**config.mk**
```make
export PLATFORM = sky130hd
export DESIGN_NAME = alarm_watchdog_bank
export DESIGN_NICKNAME = d
export VERILOG_FILES = /design/src/rtl/alarm_pkg.sv /design/src/rtl/alarm_wd_channel.sv /design/src/rtl/alarm_watchdog_bank.sv
export SDC_FILE = /design/constraint.sdc
export NUM_CORES = 1
export LEC_CHECK = 0
export CORE_ASPECT_RATIO = 1.5
export CORE_UTILIZATION = 51
export CTS_BUF_LIST = sky130_fd_sc_hd__clkbuf_16
export CTS_CLUSTER_SIZE = 16
export DETAILED_ROUTE_END_ITERATION = 16
export PLACE_DENSITY = 0.74
export SYNTH_ARGS = -nofsm -noshare
export SYNTH_HDL_FRONTEND = slang
export SYNTH_SLANG_ARGS = --single-unit
```
**constraint.sdc**
```tcl
create_clock -name CLOCK -period 2.3 [get_ports CLOCK]
set_input_delay 0.345 -clock CLOCK [delete_from_list [all_inputs] [get_ports CLOCK]]
set_output_delay 0.345 -clock CLOCK [all_outputs]
set_load 0.05 [all_outputs]
```
**src/rtl/alarm_pkg.sv**
```systemverilog
// Shared types and helpers for the alarm watchdog bank.
package alarm_pkg;

    typedef enum logic [1:0] {
        DISARMED = 2'd0,
        ARMED    = 2'd1,
        TRIPPED  = 2'd2
    } ch_state_e;

    typedef enum logic {
        IDLE  = 1'b0,
        PULSE = 1'b1
    } rs_state_e;

    // Counter width able to hold 0..timeout.
    function automatic int cnt_width(input int timeout);
        return $clog2(timeout + 1);
    endfunction

    // Index of the lowest set bit; 0 when the vector is empty.
    function automatic logic [3:0] lowest_index(input logic [15:0] vec);
        logic [3:0] idx;
        idx = 4'd0;
        for (int i = 15; i >= 0; i--) begin
            if (vec[i]) idx = 4'(i);
        end
        return idx;
    endfunction

endpackage

```
**src/rtl/alarm_wd_channel.sv**
```systemverilog
// One watchdog channel: kick-cleared tick counter plus DISARMED/ARMED/TRIPPED FSM.
module alarm_wd_channel
    import alarm_pkg::*;
#(
    parameter int TIMEOUT = 5
) (
    input  logic clk_i,
    input  logic rst_i,
    input  logic tick_i,       // already masked by standby
    input  logic kick_i,
    input  logic en_i,
    input  logic force_i,
    input  logic err_rst_i,
    output logic alarm_o,
    output logic trip_o        // high in the cycle the channel enters TRIPPED
);

    localparam int              CW   = cnt_width(TIMEOUT);
    localparam logic [CW-1:0]   LAST = CW'(TIMEOUT - 1);

    ch_state_e      state_q, state_d;
    logic [CW-1:0]  cnt_q, cnt_d;
    logic           trip;

    // State and counter registers.
    // NOTE: sequential state uses non-blocking assignments so every flop samples pre-edge values.
    always_ff @(posedge clk_i or posedge rst_i) begin
        if (rst_i) begin
            state_q <= DISARMED;
            cnt_q   <= '0;
        end else begin
            state_q <= state_d;
            cnt_q   <= cnt_d;
        end
    end

    // Next-state logic: kick beats a counting tick, forced test trips regardless.
    // NOTE: every combinational output gets a default first so no path can infer a latch.
    always_comb begin
        state_d = state_q;
        cnt_d   = cnt_q;
        trip    = 1'b0;
        case (state_q)
            DISARMED: begin
                cnt_d = '0;
                if (en_i) state_d = ARMED;
            end
            ARMED: begin
                if (!en_i) begin
                    state_d = DISARMED;
                    cnt_d   = '0;
                end else if (tick_i && force_i) begin
                    trip = 1'b1;
                end else if (kick_i) begin
                    cnt_d = '0;
                end else if (tick_i) begin
                    if (cnt_q == LAST) trip = 1'b1;
                    else               cnt_d = cnt_q + 1'b1;
                end
                if (trip) begin
                    state_d = TRIPPED;
                    cnt_d   = '0;
                end
            end
            TRIPPED: begin
                if (err_rst_i) begin
                    cnt_d   = '0;
                    state_d = en_i ? ARMED : DISARMED;
                end
            end
            default: begin
                state_d = DISARMED;
                cnt_d   = '0;
            end
        endcase
    end

    assign alarm_o = (state_q == TRIPPED);
    assign trip_o  = trip;

endmodule

```
**src/rtl/alarm_watchdog_bank.sv**
```systemverilog
// Bank of watchdog channels with shared restart pulse, first-cause capture and warning filter.
module alarm_watchdog_bank
    import alarm_pkg::*;
#(
    parameter int N_CH        = 4,
    parameter int TIMEOUT     = 5,
    parameter int RESTART_LEN = 3,
    parameter int FILT_MAX    = 15,
    parameter int WARN_ON     = 12,
    parameter int WARN_OFF    = 4,
    parameter int UP_STEP     = 4
) (
    input  logic            CLOCK,
    input  logic            rst,
    input  logic            tick,
    input  logic [N_CH-1:0] kick,
    input  logic [N_CH-1:0] alarm_en,
    input  logic            test_force,
    input  logic            err_rst,
    input  logic            standby,
    output logic [N_CH-1:0] alarm_lat,
    output logic            any_alarm,
    output logic [3:0]      first_cause,
    output logic            restart_pulse,
    output logic            restart_light,
    output logic            warn
);

    localparam int LW = $clog2(FILT_MAX + 1);
    localparam int PW = $clog2(RESTART_LEN + 1);

    logic            tick_run;
    logic [N_CH-1:0] trip;
    logic [N_CH-1:0] rise;
    logic [N_CH-1:0] alarm_prev_q;

    rs_state_e       rs_q, rs_d;
    logic [PW-1:0]   pcnt_q, pcnt_d;
    logic            light_q, light_d;
    logic [3:0]      cause_q, cause_d;
    logic [LW-1:0]   level_q, level_d;
    logic            warn_q, warn_d;

    // Standby freezes everything that is paced by the timebase.
    assign tick_run = tick & ~standby;

    for (genvar g = 0; g < N_CH; g++) begin : g_ch
        alarm_wd_channel #(.TIMEOUT(TIMEOUT)) u_ch (
            .clk_i    (CLOCK),
            .rst_i    (rst),
            .tick_i   (tick_run),
            .kick_i   (kick[g]),
            .en_i     (alarm_en[g]),
            .force_i  (test_force),
            .err_rst_i(err_rst),
            .alarm_o  (alarm_lat[g]),
            .trip_o   (trip[g])
        );
    end

    assign any_alarm = |alarm_lat;
    assign rise      = alarm_lat & ~alarm_prev_q;

    // Registers for restart FSM, first cause, filter and edge detection.
    always_ff @(posedge CLOCK or posedge rst) begin
        if (rst) begin
            alarm_prev_q <= '0;
            rs_q         <= IDLE;
            pcnt_q       <= '0;
            light_q      <= 1'b0;
            cause_q      <= '0;
            level_q      <= '0;
            warn_q       <= 1'b0;
        end else begin
            alarm_prev_q <= alarm_lat;
            rs_q         <= rs_d;
            pcnt_q       <= pcnt_d;
            light_q      <= light_d;
            cause_q      <= cause_d;
            level_q      <= level_d;
            warn_q       <= warn_d;
        end
    end

    // Restart pulse: a fresh latch edge starts one fixed-length pulse; no retrigger.
    always_comb begin
        rs_d   = rs_q;
        pcnt_d = pcnt_q;
        case (rs_q)
            IDLE: begin
                if ((|rise) && !standby) begin
                    rs_d   = PULSE;
                    pcnt_d = '0;
                end
            end
            PULSE: begin
                if (pcnt_q == PW'(RESTART_LEN - 1)) begin
                    rs_d   = IDLE;
                    pcnt_d = '0;
                end else begin
                    pcnt_d = pcnt_q + 1'b1;
                end
            end
            default: begin
                rs_d   = IDLE;
                pcnt_d = '0;
            end
        endcase
    end

    // Restart light and first cause; a trip coinciding with err_rst keeps the light lit.
    always_comb begin
        light_d = light_q;
        cause_d = cause_q;
        if (|rise)                       light_d = 1'b1;
        else if (err_rst && !(|trip))    light_d = 1'b0;

        if ((|rise) && !(|alarm_prev_q)) cause_d = lowest_index(16'(rise));
        else if (!any_alarm)             cause_d = '0;
    end

    // Hysteretic warning filter, stepped on each live tick.
    always_comb begin
        level_d = level_q;
        warn_d  = warn_q;
        if (tick_run) begin
            if (any_alarm) begin
                if (int'(level_q) + UP_STEP >= FILT_MAX) level_d = LW'(FILT_MAX);
                else                                      level_d = level_q + LW'(UP_STEP);
            end else if (level_q != '0) begin
                level_d = level_q - 1'b1;
            end
        end
        if (int'(level_d) >= WARN_ON)       warn_d = 1'b1;
        else if (int'(level_d) <= WARN_OFF) warn_d = 1'b0;
    end

    assign restart_pulse = (rs_q == PULSE);
    assign restart_light = light_q;
    assign first_cause   = cause_q;
    assign warn          = warn_q;

endmodule
```
==> results.md, run 1 <==
- The run finished with clean final reports.
- From left edge to right edge, the die measures 53.33 µm.
- The aggregate global-route resource usage is 21.64%.
- After synthesis, the largest family of logic cells by area is compound AO/OA/AOI/OAI gates.
- The transition time at the pin with the least slew margin is 0.5737 ns.
- The starting DRC count in detailed routing is 37.
- Among all flip-flop cells after synthesis, the most frequent one is sky130_fd_sc_hd__dfrtp_1.
- Summing the areas of all xor and xnor instances in the mapped netlist gives 0% of the synthesized area.
- Across all layers, the routed design uses 1,675 vias.
- The final antenna diode count is 0.
- In the finished design, the share of the clock period the worst path needs comes to 91.27%.
- The maximum fanout along the worst path is 6.
- After technology mapping, the gate count stands at 218.
- Adding up every negative setup slack in the final design gives 0 ns.
- Across the VDD grid, the largest voltage drop is 0.6925 mV.
- The portion of synthesized area spent on multiplexers is 1.241%.
- Of the total synthesized cell area, the portion taken by AND, OR, NAND and NOR gates is 19.43%.
- The total number of placement rows is 27.
- The clock tree buffer depth is 2.
- The sum of overflow across all layers after global routing is 0.
- The initial utilization of the core area, before any placement, comes to 54.24%.
- The number of clock sinks seen by CTS is 35.
- The number of levels in the clock H-tree is 2.
- The number of nets in the final layout is 265.
- Of the cells placed in the final design, the portion with a size suffix greater than 1 is 10.79%.
- The analysis attributes to cell leakage a power of 1.041 nW.
- The clock tree skew after final layout is 0.004592 ns.
- The number of port buffers is 23.
- Clock latency on the worst-skew pair, taken at its later pin, is 0.27 ns.
- The number of antenna violations at the first check in global routing is 0.
- Entering global routing, the biggest net connects 36 pins.
- The worst pin sits at a relative slew slack of 61.68%.
- The mapped cell area is 2016 µm².
- The hold violation count in the final report is 0.
- The number of max-cap violations is 0.
- The clock-pin slew reported for the worst setup and hold paths after clock tree synthesis is 0.05 ns.
- The highest achievable clock rate is 476.3 MHz.
- The endpoint type of the worst setup path is a primary output.
- The DRC violation count after routing is 0.
- The number of buffers added by the clock tree synthesis step is 5.
- The routed length per instance is 14.64 µm.
- The kind of cell with the highest combined delay along the critical path is simple AND/OR/NAND/NOR gates.
- Once detailed placement completed, the half-perimeter wirelength came to 2.995 mm.
- The fraction of the mapped netlist area in compound gates is 20.98%.
- The count of warnings emitted by yosys is 0.
- The detail route stage leaves a number of antenna-violating nets equal to 0.
- Setup repair after global routing left no endpoint under its margin.
- The sequential-to-total area share from yosys stat is 43.45%.
- By startpoint and endpoint, the worst setup path is classified as flop to primary output.
- The worst setup path is launched from a flop.
- For this run, the slowest stage of the critical path takes 0.47 ns.
- The number of primary I/O pins is 26.
- After synthesis the netlist holds a flip-flop and latch count of 35.
- The worst min-delay path category is primary input to async pin.
- The routed design has 4.158 mm of wire.
- The average footprint of a synthesized cell is 9.246 µm².
- The number of fillers in the final layout is 306.
- The post-synthesis share of cell area spent on full adders, half adders and majority gates is 6.207%.
- After clock tree synthesis, the flow added hold-fix buffers numbering 0.
- The cell type of the slowest stage on the worst timing path is sky130_fd_sc_hd__nor4_4.
- The worst path meets setup with 0.2007 ns of slack.
- The area of the core is 3716 µm².
- The first global-routing pass estimated 6.699 mm of wire.
- Walking the worst path, the cells encountered are or2b_2 > inv_1 > nor4_4 > inv_4 > buf_12.
- The count of final setup violators is 0.
- From bottom edge to top edge, the die measures 79.00 µm.
- Power spread over the standard cell area amounts to 731.1 nW/µm².
- The post-CTS setup repair buffer count is 0.
- OpenSTA, run right after detailed placement, puts the worst setup slack at 0.2649 ns.
- The minimum clock period is 2.099 ns.
- For the worst setup path, the data arrival time is 1.75 ns.
- The tree is rooted in a sky130_fd_sc_hd__clkbuf_16.
- The number of max-slew violations in the final report was 0.
- Post-CTS repair changed the size of 0 cells.
- The floorplan die area is 4213 µm².
- The critical path contains buffers and inverters numbering 3 combined.
- The via count of the first global-routing pass is 1,589.
- The signed area change from the synthesized netlist to the final layout is 18.68%.
- The congestion estimate from routability-driven global placement came to 0.8366.
- The CTS tree is built.
- The required time at the endpoint of the critical path is 1.96 ns.
- The first detailed-routing pass took 4 iterations.
- The post-detailed-route via-to-cell ratio is 5.898.
- The netlist uses 49 different library cells.
- The number of synthesized flops with an enable pin is 0.
- The fraction of registers with async set or reset after synthesis is 100.0%.
==> metal layers <==
layer  routed length, µm  vias to the layer above  global-route usage, %
li1                    -                      806                      -
met1                1789                      827                  23.93
met2                2193                       38                  38.75
met3                 134                        4                  5.172
met4                  40                        0                  7.105
met5                   0                        -                      0
==> area by class of cell <==
class	instances	area (µm²)	share of cell area, %
sequential	35	875.8	36.61
tap	43	53.80	2.249
multi-input combinational	145	972.2	40.64
clock buffer	5	125.1	5.230
inverter	29	111.4	4.655
clock inverter	2	8.758	0.3661
timing repair buffer	25	245.2	10.25
==> final timing paths <==
check	slack [ns]	depth (start not counted)	endpoint	from
min reg2reg	0.50	1	pcnt_q[1]	pcnt_q[0]
min	0.47	3	level_q[1]	rst
max	0.20	5	any_alarm	g_ch[0].u_ch.state_q[1]
min in group CLOCK	0.50	1	pcnt_q[1]	pcnt_q[0]
max in group asynchronous	1.50	3	alarm_prev_q[0]	rst
max reg2reg	0.37	7	warn	g_ch[0].u_ch.state_q[1]
==> kinds of logic after synthesis <==
family / after synthesis
other: 1
multiplexers: 2
buffers and inverters: 39
adder cells (fa/ha/maj): 10
AND/OR/NAND/NOR: 65
flip-flops: 35
AO/OA/AOI/OAI: 66
==> power by group <==
part	internal [mW]	switching, mW
registers	0.677	0.0673
clock network	0.388	0.232
logic	0.164	0.221
total	1.23	0.520
==> synth_stat cells (2+ instances only) <==
cell | n | share of area, %
sky130_fd_sc_hd__buf_4 | 6 | 2.2
sky130_fd_sc_hd__nand3b_1 | 6 | 2.2
sky130_fd_sc_hd__clkbuf_1 | 4 | 0.74
sky130_fd_sc_hd__o21a_1 | 4 | 1.5
sky130_fd_sc_hd__nor2_1 | 6 | 1.1
sky130_fd_sc_hd__nor3_1 | 2 | 0.50
sky130_fd_sc_hd__or2b_2 | 2 | 0.87
sky130_fd_sc_hd__a21oi_1 | 14 | 3.5
sky130_fd_sc_hd__inv_1 | 27 | 5.0
sky130_fd_sc_hd__nand4b_1 | 3 | 1.3
sky130_fd_sc_hd__o31ai_1 | 4 | 1.5
sky130_fd_sc_hd__nand2b_1 | 4 | 1.2
sky130_fd_sc_hd__nor3b_1 | 2 | 0.74
sky130_fd_sc_hd__or2_2 | 2 | 0.62
sky130_fd_sc_hd__nor2b_1 | 6 | 1.9
sky130_fd_sc_hd__ha_1 | 10 | 6.2
sky130_fd_sc_hd__nand4_1 | 2 | 0.62
sky130_fd_sc_hd__nand2_1 | 18 | 3.4
sky130_fd_sc_hd__o32ai_1 | 3 | 1.3
sky130_fd_sc_hd__a31oi_1 | 8 | 2.5
sky130_fd_sc_hd__dfrtp_1 | 35 | 43
sky130_fd_sc_hd__o21ai_0 | 16 | 4.0
sky130_fd_sc_hd__o22ai_1 | 4 | 1.2
sky130_fd_sc_hd__o2bb2ai_1 | 2 | 0.87
sky130_fd_sc_hd__nand3_1 | 4 | 0.99
==> layout by cell type, fill, tap and decap left out, types with 2 or more instances in the layout <==
cell type                         Yosys  routed
sky130_fd_sc_hd__nor2b_1              6       6
sky130_fd_sc_hd__ha_1                10      10
sky130_fd_sc_hd__conb_1               1       2
sky130_fd_sc_hd__o32ai_1              3       3
sky130_fd_sc_hd__a31oi_1              8       8
sky130_fd_sc_hd__nand3_1              4       4
sky130_fd_sc_hd__or2_2                2       2
sky130_fd_sc_hd__clkbuf_16            0       5
sky130_fd_sc_hd__o2bb2ai_1            2       2
sky130_fd_sc_hd__o21ai_0             16      16
sky130_fd_sc_hd__nand4b_1             3       3
sky130_fd_sc_hd__nand3b_1             6       6
sky130_fd_sc_hd__nor2_1               6       6
sky130_fd_sc_hd__clkdlybuf4s50_1      0      18
sky130_fd_sc_hd__o31ai_1              4       4
sky130_fd_sc_hd__or2b_2               2       2
sky130_fd_sc_hd__buf_4                6       6
sky130_fd_sc_hd__o21a_1               4       4
sky130_fd_sc_hd__o22ai_1              4       4
sky130_fd_sc_hd__nand2b_1             4       4
sky130_fd_sc_hd__inv_1               27      27
sky130_fd_sc_hd__nor3_1               2       2
sky130_fd_sc_hd__dfrtp_1             35      35
sky130_fd_sc_hd__nand2_1             18      18
sky130_fd_sc_hd__nand4_1              2       2
sky130_fd_sc_hd__a21oi_1             14      14
sky130_fd_sc_hd__nor3b_1              2       2
==> worst reg2reg max path: stages (launching register included) <==
cell	delay, ns
sky130_fd_sc_hd__dfrtp_1	0.38
sky130_fd_sc_hd__or2b_2	0.22
sky130_fd_sc_hd__inv_1	0.10
sky130_fd_sc_hd__nor4_4	0.47
sky130_fd_sc_hd__inv_4	0.13
sky130_fd_sc_hd__nor4_2	0.31
sky130_fd_sc_hd__o22ai_1	0.12
sky130_fd_sc_hd__o211ai_1	0.11
==> registers in the layout (all words and copies together), names as in the netlist <==
register and cells:
pcnt_q 2, restart_pulse 1, warn 1, g_ch.u_ch.state_q 8
g_ch.u_ch.cnt_q 12, restart_light 1, alarm_prev_q 4, first_cause 2
level_q 4
==> stage by stage <==
stage / cells / total power, mW / instance area, µm² / util (%) / hold WS (ns)
floorplan: 219 / 1.017 / 2019 / - / 0.4650
global placement: 277 / 1.123 / 2258 / 60.77 / 0.4737
detailed placement: 277 / 1.134 / 2258 / 60.77 / 0.4844
CTS: 284 / 1.759 / 2392 / 64.38 / 0.4959
global route: 284 / 1.837 / 2392 / 64.38 / 0.5265
finish: 284 / 1.749 / 2392 / 64.38 / 0.4749
No activity file was read; power rests on OpenSTA's default activity.
==> inputs of run 2 (changes only) <==
ABC_CLOCK_PERIOD_IN_PS = 2300   (was unset)
==> results of run 2 <==
Final layout, timing and power as in run 1 (identical DEF).
